## src/rtl/alu_share_arbiter_pkg.sv

```systemverilog
// ---------------------------------------------------------------------------
// alu_share_arbiter_pkg
// Shared definitions for the ALU sharing block: ALU operation codes (low four
// bits of the ALU control word), the sequencer state encoding and a helper
// that flags control codes the ALU does not implement.
// No ports (package).
// ---------------------------------------------------------------------------
package alu_share_arbiter_pkg;

  // Default widths used by the block and its interface.
  localparam int DEF_DATA_W = 32;
  localparam int DEF_OP_W   = 7;
  localparam int DEF_CNT_W  = 16;

  // ALU operation selects, encoded in alu_control[3:0].
  localparam logic [3:0] OP_ADD  = 4'd0;
  localparam logic [3:0] OP_SUB  = 4'd1;
  localparam logic [3:0] OP_XOR  = 4'd2;
  localparam logic [3:0] OP_OR   = 4'd3;
  localparam logic [3:0] OP_AND  = 4'd4;
  localparam logic [3:0] OP_SLL  = 4'd5;
  localparam logic [3:0] OP_SRL  = 4'd6;
  localparam logic [3:0] OP_SRA  = 4'd7;
  localparam logic [3:0] OP_SLT  = 4'd8;
  localparam logic [3:0] OP_SLTU = 4'd9;
  localparam logic [3:0] OP_LAST = OP_SLTU;

  // Sequencer states: waiting for work, ALU evaluating, result on offer.
  typedef enum logic [1:0] {
    IDLE = 2'd0,
    EXEC = 2'd1,
    RESP = 2'd2
  } state_t;

  // Any select above the last defined operation is not an ALU operation.
  function automatic logic op_is_illegal(input logic [3:0] sel);
    return (sel > OP_LAST);
  endfunction

endpackage : alu_share_arbiter_pkg

```

## src/rtl/alu_share_arbiter_if.sv

```systemverilog
// ---------------------------------------------------------------------------
// alu_share_arbiter_if
// Bundles every non-clock signal of the ALU sharing block:
//   req0_* / req1_*  : valid/ready request channels (op, operand a, operand b)
//   alu_*            : control and operands to the ALU, result back from it
//   resp_*           : shared valid/ready response channel with id and error
//   grant_cnt0/1     : saturating accepted-op counters
// Modports:
//   slave  - the arbiter block itself
//   master - the surrounding environment (requesters, ALU, response consumer)
// ---------------------------------------------------------------------------
interface alu_share_arbiter_if #(
  parameter int DATA_W = 32,
  parameter int OP_W   = 7,
  parameter int CNT_W  = 16
);

  logic              req0_valid;
  logic              req0_ready;
  logic [OP_W-1:0]   req0_op;
  logic [DATA_W-1:0] req0_a;
  logic [DATA_W-1:0] req0_b;

  logic              req1_valid;
  logic              req1_ready;
  logic [OP_W-1:0]   req1_op;
  logic [DATA_W-1:0] req1_a;
  logic [DATA_W-1:0] req1_b;

  logic [OP_W-1:0]   alu_control;
  logic [DATA_W-1:0] alu_in1;
  logic [DATA_W-1:0] alu_in2;
  logic [DATA_W-1:0] alu_out;

  logic              resp_valid;
  logic              resp_ready;
  logic              resp_id;
  logic [DATA_W-1:0] resp_data;
  logic              resp_err;

  logic [CNT_W-1:0]  grant_cnt0;
  logic [CNT_W-1:0]  grant_cnt1;

  modport slave (
    input  req0_valid, req0_op, req0_a, req0_b,
    output req0_ready,
    input  req1_valid, req1_op, req1_a, req1_b,
    output req1_ready,
    output alu_control, alu_in1, alu_in2,
    input  alu_out,
    output resp_valid, resp_id, resp_data, resp_err,
    input  resp_ready,
    output grant_cnt0, grant_cnt1
  );

  modport master (
    output req0_valid, req0_op, req0_a, req0_b,
    input  req0_ready,
    output req1_valid, req1_op, req1_a, req1_b,
    input  req1_ready,
    input  alu_control, alu_in1, alu_in2,
    output alu_out,
    input  resp_valid, resp_id, resp_data, resp_err,
    output resp_ready,
    input  grant_cnt0, grant_cnt1
  );

endinterface : alu_share_arbiter_if

```

## src/rtl/alu_share_arbiter_rr_arbiter2.sv

```systemverilog
// ---------------------------------------------------------------------------
// rr_arbiter2
// Two-way round-robin grant. When enabled, a lone request is granted outright;
// when both request, the one that did not win last time is granted. The
// last-grant register starts at 1 so requester 0 wins the first contention.
// Ports:
//   clk, reset : clock, asynchronous active-high reset
//   req[1:0]   : request vector (bit n = requester n)
//   en         : grants may be issued this cycle
//   gnt[1:0]   : one-hot grant, combinational from req/en
// ---------------------------------------------------------------------------
module rr_arbiter2 (
  input  logic       clk,
  input  logic       reset,
  input  logic [1:0] req,
  input  logic       en,
  output logic [1:0] gnt
);

  logic last_grant_reg;

  always_comb begin
    gnt = 2'b00;
    if (en) begin
      if (req == 2'b11) begin
        gnt = last_grant_reg ? 2'b01 : 2'b10;
      end else begin
        gnt = req;
      end
    end
  end

  always_ff @(posedge clk or posedge reset) begin
    if (reset) begin
      last_grant_reg <= 1'b1;
    end else if (|gnt) begin
      last_grant_reg <= gnt[1];
    end
  end

endmodule : rr_arbiter2

```

## src/rtl/alu_share_arbiter.sv

```systemverilog
// ---------------------------------------------------------------------------
// alu_share_arbiter
// Shares one combinational ALU between the execute stage (requester 0) and
// the address/branch-compare unit (requester 1). An accepted request is
// latched, presented to the ALU for one cycle, and the ALU result is captured
// and offered on a single response channel tagged with the requester id.
// A new request may be granted on the same cycle a response is taken, giving
// one op every two cycles when the consumer never stalls.
// Ports:
//   clk   : clock, rising edge
//   reset : asynchronous active-high reset
//   bus   : alu_share_arbiter_if.slave (request, ALU, response, counters)
// ---------------------------------------------------------------------------
module alu_share_arbiter
  import alu_share_arbiter_pkg::*;
#(
  parameter int DATA_W = DEF_DATA_W,
  parameter int OP_W   = DEF_OP_W,
  parameter int CNT_W  = DEF_CNT_W
) (
  input  logic                 clk,
  input  logic                 reset,
  alu_share_arbiter_if.slave   bus
);

  state_t state_reg;
  state_t state_next;

  logic [1:0]        req_vec;
  logic [1:0]        gnt;
  logic              grant_en;
  logic              accept;
  logic              accept_id;

  logic [OP_W-1:0]   op_reg;
  logic [DATA_W-1:0] a_reg;
  logic [DATA_W-1:0] b_reg;
  logic              id_reg;

  logic [DATA_W-1:0] resp_data_reg;
  logic              resp_id_reg;
  logic              resp_err_reg;
  logic              exec_illegal;

  logic [CNT_W-1:0]  cnt0_reg;
  logic [CNT_W-1:0]  cnt1_reg;

  // -------------------------------------------------------------------------
  // Arbitration. Grants are only possible while idle or on the cycle the
  // pending response is being taken. Gating with reset keeps the ready
  // outputs low while reset is held, even with a request present.
  // -------------------------------------------------------------------------
  assign req_vec = {bus.req1_valid, bus.req0_valid};

  always_comb begin
    grant_en = 1'b0;
    case (state_reg)
      IDLE:    grant_en = 1'b1;
      RESP:    grant_en = bus.resp_ready;
      default: grant_en = 1'b0;
    endcase
    grant_en = grant_en & ~reset;
  end

  rr_arbiter2 u_arb (
    .clk   (clk),
    .reset (reset),
    .req   (req_vec),
    .en    (grant_en),
    .gnt   (gnt)
  );

  assign accept    = |gnt;
  assign accept_id = gnt[1];

  // -------------------------------------------------------------------------
  // Sequencer
  // -------------------------------------------------------------------------
  always_ff @(posedge clk or posedge reset) begin
    if (reset) begin
      state_reg <= IDLE;
    end else begin
      state_reg <= state_next;
    end
  end

  always_comb begin
    state_next = state_reg;
    case (state_reg)
      IDLE: begin
        if (accept) begin
          state_next = EXEC;
        end
      end
      EXEC: begin
        state_next = RESP;
      end
      RESP: begin
        if (bus.resp_ready) begin
          state_next = accept ? EXEC : IDLE;
        end
      end
      default: begin
        state_next = IDLE;
      end
    endcase
  end

  // -------------------------------------------------------------------------
  // Request latch. These registers drive the ALU directly, so they simply
  // keep their last value whenever nothing is being accepted.
  // -------------------------------------------------------------------------
  always_ff @(posedge clk or posedge reset) begin
    if (reset) begin
      op_reg <= '0;
      a_reg  <= '0;
      b_reg  <= '0;
      id_reg <= 1'b0;
    end else if (accept) begin
      op_reg <= accept_id ? bus.req1_op : bus.req0_op;
      a_reg  <= accept_id ? bus.req1_a  : bus.req0_a;
      b_reg  <= accept_id ? bus.req1_b  : bus.req0_b;
      id_reg <= accept_id;
    end
  end

  // -------------------------------------------------------------------------
  // Result capture at the end of the EXEC cycle. An undefined op returns zero
  // data with the error flag instead of whatever the ALU produced.
  // -------------------------------------------------------------------------
  assign exec_illegal = op_is_illegal(op_reg[3:0]);

  always_ff @(posedge clk or posedge reset) begin
    if (reset) begin
      resp_data_reg <= '0;
      resp_id_reg   <= 1'b0;
      resp_err_reg  <= 1'b0;
    end else if (state_reg == EXEC) begin
      resp_data_reg <= exec_illegal ? '0 : bus.alu_out;
      resp_id_reg   <= id_reg;
      resp_err_reg  <= exec_illegal;
    end
  end

  // -------------------------------------------------------------------------
  // Saturating accepted-op counters
  // -------------------------------------------------------------------------
  always_ff @(posedge clk or posedge reset) begin
    if (reset) begin
      cnt0_reg <= '0;
    end else if (bus.req0_valid && gnt[0] && (cnt0_reg != {CNT_W{1'b1}})) begin
      cnt0_reg <= cnt0_reg + 1'b1;
    end
  end

  always_ff @(posedge clk or posedge reset) begin
    if (reset) begin
      cnt1_reg <= '0;
    end else if (bus.req1_valid && gnt[1] && (cnt1_reg != {CNT_W{1'b1}})) begin
      cnt1_reg <= cnt1_reg + 1'b1;
    end
  end

  // -------------------------------------------------------------------------
  // Outputs. resp_valid comes from the state register only, so it never
  // depends combinationally on resp_ready.
  // -------------------------------------------------------------------------
  assign bus.req0_ready  = gnt[0];
  assign bus.req1_ready  = gnt[1];

  assign bus.alu_control = op_reg;
  assign bus.alu_in1     = a_reg;
  assign bus.alu_in2     = b_reg;

  assign bus.resp_valid  = (state_reg == RESP);
  assign bus.resp_data   = resp_data_reg;
  assign bus.resp_id     = resp_id_reg;
  assign bus.resp_err    = resp_err_reg;

  assign bus.grant_cnt0  = cnt0_reg;
  assign bus.grant_cnt1  = cnt1_reg;

endmodule : alu_share_arbiter

```

## src/flat_wrapper.sv

```systemverilog
// flat-port wrapper written by rule: the top's interface ports become plain ports
module alu_share_arbiter_flat import alu_share_arbiter_pkg::*;
#(
  parameter int DATA_W = DEF_DATA_W,
  parameter int OP_W   = DEF_OP_W,
  parameter int CNT_W  = DEF_CNT_W
)
  (clk, reset, bus_req0_valid, bus_req0_op, bus_req0_a, bus_req0_b, bus_req0_ready, bus_req1_valid, bus_req1_op, bus_req1_a, bus_req1_b, bus_req1_ready, bus_alu_control, bus_alu_in1, bus_alu_in2, bus_alu_out, bus_resp_valid, bus_resp_id, bus_resp_data, bus_resp_err, bus_resp_ready, bus_grant_cnt0, bus_grant_cnt1);
  alu_share_arbiter_if #(.DATA_W(DATA_W), .OP_W(OP_W), .CNT_W(CNT_W)) bus_i ();
  input  logic clk;
  input  logic reset;
  input wire logic [$bits(bus_i.req0_valid)-1:0] bus_req0_valid;
  input wire logic [$bits(bus_i.req0_op)-1:0] bus_req0_op;
  input wire logic [$bits(bus_i.req0_a)-1:0] bus_req0_a;
  input wire logic [$bits(bus_i.req0_b)-1:0] bus_req0_b;
  output wire logic [$bits(bus_i.req0_ready)-1:0] bus_req0_ready;
  input wire logic [$bits(bus_i.req1_valid)-1:0] bus_req1_valid;
  input wire logic [$bits(bus_i.req1_op)-1:0] bus_req1_op;
  input wire logic [$bits(bus_i.req1_a)-1:0] bus_req1_a;
  input wire logic [$bits(bus_i.req1_b)-1:0] bus_req1_b;
  output wire logic [$bits(bus_i.req1_ready)-1:0] bus_req1_ready;
  output wire logic [$bits(bus_i.alu_control)-1:0] bus_alu_control;
  output wire logic [$bits(bus_i.alu_in1)-1:0] bus_alu_in1;
  output wire logic [$bits(bus_i.alu_in2)-1:0] bus_alu_in2;
  input wire logic [$bits(bus_i.alu_out)-1:0] bus_alu_out;
  output wire logic [$bits(bus_i.resp_valid)-1:0] bus_resp_valid;
  output wire logic [$bits(bus_i.resp_id)-1:0] bus_resp_id;
  output wire logic [$bits(bus_i.resp_data)-1:0] bus_resp_data;
  output wire logic [$bits(bus_i.resp_err)-1:0] bus_resp_err;
  input wire logic [$bits(bus_i.resp_ready)-1:0] bus_resp_ready;
  output wire logic [$bits(bus_i.grant_cnt0)-1:0] bus_grant_cnt0;
  output wire logic [$bits(bus_i.grant_cnt1)-1:0] bus_grant_cnt1;
  assign bus_i.req0_valid = bus_req0_valid;
  assign bus_i.req0_op = bus_req0_op;
  assign bus_i.req0_a = bus_req0_a;
  assign bus_i.req0_b = bus_req0_b;
  assign bus_req0_ready = bus_i.req0_ready;
  assign bus_i.req1_valid = bus_req1_valid;
  assign bus_i.req1_op = bus_req1_op;
  assign bus_i.req1_a = bus_req1_a;
  assign bus_i.req1_b = bus_req1_b;
  assign bus_req1_ready = bus_i.req1_ready;
  assign bus_alu_control = bus_i.alu_control;
  assign bus_alu_in1 = bus_i.alu_in1;
  assign bus_alu_in2 = bus_i.alu_in2;
  assign bus_i.alu_out = bus_alu_out;
  assign bus_resp_valid = bus_i.resp_valid;
  assign bus_resp_id = bus_i.resp_id;
  assign bus_resp_data = bus_i.resp_data;
  assign bus_resp_err = bus_i.resp_err;
  assign bus_i.resp_ready = bus_resp_ready;
  assign bus_grant_cnt0 = bus_i.grant_cnt0;
  assign bus_grant_cnt1 = bus_i.grant_cnt1;
  alu_share_arbiter #(.DATA_W(DATA_W), .OP_W(OP_W), .CNT_W(CNT_W)) u_core (.clk(clk), .reset(reset), .bus(bus_i));
endmodule
```

## config.mk

```make
export PLATFORM = sky130hd
export DESIGN_NAME = alu_share_arbiter_flat
export DESIGN_NICKNAME = d
export VERILOG_FILES = /design/src/rtl/alu_share_arbiter_pkg.sv /design/src/rtl/alu_share_arbiter_if.sv /design/src/rtl/alu_share_arbiter_rr_arbiter2.sv /design/src/rtl/alu_share_arbiter.sv /design/src/flat_wrapper.sv
export SDC_FILE = /design/constraint.sdc
export NUM_CORES = 1
export LEC_CHECK = 0
export ABC_AREA = 1
export BUFFER_PORTS_ARGS = -buffer_cell sky130_fd_sc_hd__buf_2
export CORE_AREA = 2 2 141 116
export CTS_CLUSTER_DIAMETER = 40
export DETAILED_ROUTE_END_ITERATION = 10
export DIE_AREA = 0 0 143 118
export PLACE_DENSITY = 0.76
export REMOVE_ABC_BUFFERS = 1
export SYNTH_ARGS = -nofsm -noshare
export SYNTH_HDL_FRONTEND = slang
export SYNTH_SLANG_ARGS = --single-unit
```

## constraint.sdc

```tcl
create_clock -name clk -period 4.8 [get_ports clk]
set_input_delay 0.48 -clock clk [delete_from_list [all_inputs] [get_ports clk]]
set_output_delay 0.48 -clock clk [all_outputs]
set_load 0.005 [all_outputs]
```

## After elaboration in Yosys (flattened, before gate mapping)

Index checks and enable logic that the tools add are counted.
Widths: inputs -> output; s select.

- Register bits: 141
- Bits of input ports: 179
- Memories: 0
- Output and inout port bits: 140
- Bits in latches: 0
- ROM bits: 0
- RAM bits: 0
- Logic and storage cells: 42

- Multipliers: 0
- Add/sub/neg operators: 2
- Mux-type cells: 12
- Div/mod/pow operators: 0
- Equality and inequality tests: 7
- Order comparisons: 1
- Reductions and logical operators: 7
- Bitwise gates (word level): 2
- Shifts and indexed selects: 0

Operator list:

| kind | count |
|---|---|
| $mux 32 | 3 |
| $add 16x1->16 const B | 2 |
| $ne 16x16->1 const B | 2 |
| $mux 2 | 5 |
| $mux 7 | 1 |
| $pmux 2 s3 | 1 |
| $eq 2x2->1 const B | 2 |
| $gt 4x4->1 const B | 1 |
| $logic_and 1x1->1 | 4 |
| $ne 2x1->1 const B | 2 |
| $eq 2x1->1 const B | 1 |
| $logic_not 2->1 | 1 |
| $pmux 1 s2 | 1 |
| $reduce_and 2->1 | 1 |
| $reduce_or 2->1 | 1 |
| $and 1x1->1 | 1 |
| $mux 1 | 1 |
| $not 1->1 | 1 |

## Depth between registers and ports, before layout

- Depth after elaboration: 8
- Depth in mapped cells: 9
- Depth with buffers taken out: 8

## Modules after synthesis

A second synthesis with hierarchy kept.

- Cell total of the unflattened synthesis: 803
- Area total of the unflattened synthesis: 6,612.6 um^2

Modules (own cells, without submodules):

| module | area each (um^2) | seq. area each (um^2) | instances | cells each |
|---|---|---|---|---|
| alu_share_arbiter | 6,543.8 | 3,503.4 | 1 | 791 |
| rr_arbiter2 | 68.8 | 26.3 | 1 | 12 |

## Least setup slack after synthesis

No wires, ideal clock.

- Path kind: input-to-output
- Start point: input port reset
- End point: output port bus_req0_ready
- Data required time: 4.320 ns
- Slack: -0.064 ns
- Stages on the path: 4
- Buffers on the path: 1
- Arrival time: 4.384 ns
- Cell sequence: inv_1 nand3_1 nor2_1 clkbuf_1

- Word-level cells in the longest chain between the ends: 3

Ends and longest elaborated chain:

| item | RTL line | text |
|---|---|---|
| from (decl) | flat_wrapper.sv:11 | `input logic reset;` |
| $not 1->1 | alu_share_arbiter.sv:62 | `grant_en = grant_en & ~reset;` |
| $and 1x1->1 | alu_share_arbiter.sv:62 |  |
| $mux 2 | alu_share_arbiter_rr_arbiter2.sv:24 | `if (en) begin` |
| to (decl) | flat_wrapper.sv:16 | `output wire logic [$bits(bus_i.req0_ready)-1:0] bus_req0_ready;` |

Every way passes these cells.

## Worst setup path after layout

- Start point: input port reset
- End point: output port bus_req1_ready

- Word-level cells in the longest chain between the ends: 3

Ends and longest elaborated chain:

| item | RTL line | text |
|---|---|---|
| $not 1->1 | alu_share_arbiter.sv:62 |  |
| $and 1x1->1 | alu_share_arbiter.sv:62 |  |
| $mux 2 | alu_share_arbiter_rr_arbiter2.sv:24 |  |
| to (decl) | flat_wrapper.sv:21 | `output wire logic [$bits(bus_i.req1_ready)-1:0] bus_req1_ready;` |

Every way passes these cells.

==> metrics.txt <==
final hold vios 0; DRC Markers 0; Final nets 1260; commonest non-fill, non-tap cells in the layout nand2_1, buf_2, dfrtp_1, nand3_1, nor2_1; Post-synth EDFFs 0; Area growth syn-to-layout 36.3%; Max Cap Violations 0; Gate Count Post-Synth 769; worst slew pin tran 1010 ps; Unique masters post-synth 24; gr usage total 22.6%; Primary FF master, synth dfrtp_1; final instance area 8720 µm²; Max Slew Vio Count 0; wire length per cell 14.5 µm; Crit path required time 4320 ps; Post-CTS Repair Setup Buffers 0; Clock Tree Buf Depth 2; io pins 319; placer congestion estimate 0.846; dominant cell type by area after synthesis dfrtp_1; clock buffer count from CTS 17; largest net degree at the start of global routing 80; Clk Latency, worst-skew pair 420 ps; final wirelength 19.0 mm; FMAX 304 MHz; Core Area 15400 µm²; post-route ant nets 0; CTS tree yes; final setup fails 0; CTS root buf clkbuf_16; top cell type's share of synthesized area 54.8%; post-synthesis sequential area ratio 55.2%; Hold WS 272 ps; Pre-Repair DR Iteration Count 5; DRC marker count from the first detailed-route iteration 376; global-route wire length before repair 30.1 mm; Startpoint Class input pin; Die Wd 143 µm; RSZ-0062 raised after global routing false; final worst path period share 68.5%; critical path class input pin to primary output; I/O Buffers 318; leakage 4.69 nW; vias in the first global route 5885; Fillers 1440; Worst EP arrival 2810 ps; clk sinks 141; power after layout 4.54 mW; vias per inst 4.81; Overflow after GRT 0; PD cells 521 nW/µm²; synth top area cells dfrtp_1, nand2_1, nand3_1; initial antenna violation count 4; H-tree levels 4; Post-Syn Area per Cell 8.31 µm²; most common cell after layout, fill and taps aside nand2_1; status finished, final reports clean; Clk pin slew, worst setup/hold paths 70 ps; Die Y 118 µm; layout cells sized above 1 33.9%; die outline area 16900 µm²; Initial Util 41.4%; worst hold path type input pin to flip-flop; crit path max fanout 33; Max IR drop VDD 297 µV; routed vias 6300; synth warn 0; DPL Wire Length 13.9 mm; post-synthesis register bit count 141; Rows 41; asr flop ratio synth 100%; Final min period 3290 ps; Placed Area 8130 µm²; Setup Skew 11.1 ps; CP Capture Type primary output; synthesized cell area 6390 µm²; Max-slew headroom 32.7%
[routing by layer]
metal | part of all wire, % | wire length (µm) | global-route usage (%) | vias to the layer above
met5 | 0 | 0 | 0 | -
met4 | 1.3 | 256 | 6.37 | 0
met3 | 7.7 | 1460 | 6.96 | 21
met2 | 47 | 8970 | 36.4 | 243
met1 | 44 | 8300 | 29.3 | 2941
li1 | - | - | - | 3095
[final cells by class]
type | count | area (µm²) | area share, %
Tap cell | 215 | 269 | 3.09
Inverter | 27 | 108 | 1.23
Antenna cell | 4 | 10.0 | 0.115
Sequential cell | 141 | 3530 | 40.5
Clock buffer | 17 | 425 | 4.88
Clock inverter | 15 | 145 | 1.66
Multi-Input combinational cell | 566 | 2580 | 29.6
Timing Repair Buffer | 326 | 1650 | 19.0
[synthesized netlist by cell type, types with 2 or more instances]
| cell type | instances |
|---|---|
| a22o_1 | 32 |
| buf_2 | 20 |
| buf_4 | 2 |
| buf_6 | 4 |
| clkbuf_1 | 8 |
| dfrtp_1 | 140 |
| ha_1 | 2 |
| inv_1 | 25 |
| nand2_1 | 364 |
| nand2_2 | 2 |
| nand3_1 | 85 |
| nand3b_1 | 2 |
| nand4_1 | 10 |
| nor2_1 | 36 |
| nor2_2 | 3 |
| o21ai_0 | 12 |
| o21ai_2 | 2 |
| xnor2_1 | 14 |
[repair_timing]
item                                   CTS  global route
resized for setup                        0             0
endpoints found under the hold margin   12             0
setup endpoints to repair                0             0
hold buffers                             1             0
[critical path, stage by stage]
cell and delay (ps):
dlygate4sd3_1 530, buf_2 140, inv_6 120, nand3_1 190, nor2_4 680, buf_4 470, buf_2 180
[metrics by stage]
stage	setup TNS [ps]	cells	setup slack [ps]	util (%)
3_5_place_dp	0	1274	2020	52.6
2_1_floorplan	-312710	734	-3060	-
3_3_place_gp	0	1274	2080	52.6
4_1_cts	0	1307	1470	56.4
5_1_grt	0	1309	1280	56.4
6_report	0	1311	1510	56.5
[worst paths after layout]
path | endpoint | start | slack (ps) | depth (start not counted)
worst max-delay path | bus_req1_ready | reset | 1510 | 7
min in group asynchronous | u_core.bus.grant_cnt0[15] | reset | 510 | 3
worst min-delay path | u_core.bus.alu_in2[31] | bus_req1_b[31] | 270 | 3
worst max register to register | u_core.bus.grant_cnt0[15] | u_core.bus.grant_cnt0[0] | 2290 | 8
max in group asynchronous | u_core.bus.grant_cnt1[15] | reset | 3100 | 4
worst min register to register | u_core.bus.alu_in2[15] | u_core.bus.alu_in2[15] | 470 | 2
[power by group]
part	switching, mW	internal [mW]
sequential	0.297	1.65
clock	0.577	0.688
combinational	0.685	0.646
total	1.56	2.98
[cell families (layout without fill, tap and decap cells)]
group,after synthesis,in the layout,share of synthesized area (%)
XOR/XNOR,14,14,1.92
buffers and inverters,62,385,4.81
AO/OA/AOI/OAI,47,47,5.68
other,0,4,0
adder cells (fa/ha/maj),2,2,0.391
AND/OR/NAND/NOR,503,503,32.0
flip-flops,141,141,55.2
(Power assumes the default switching activity.)
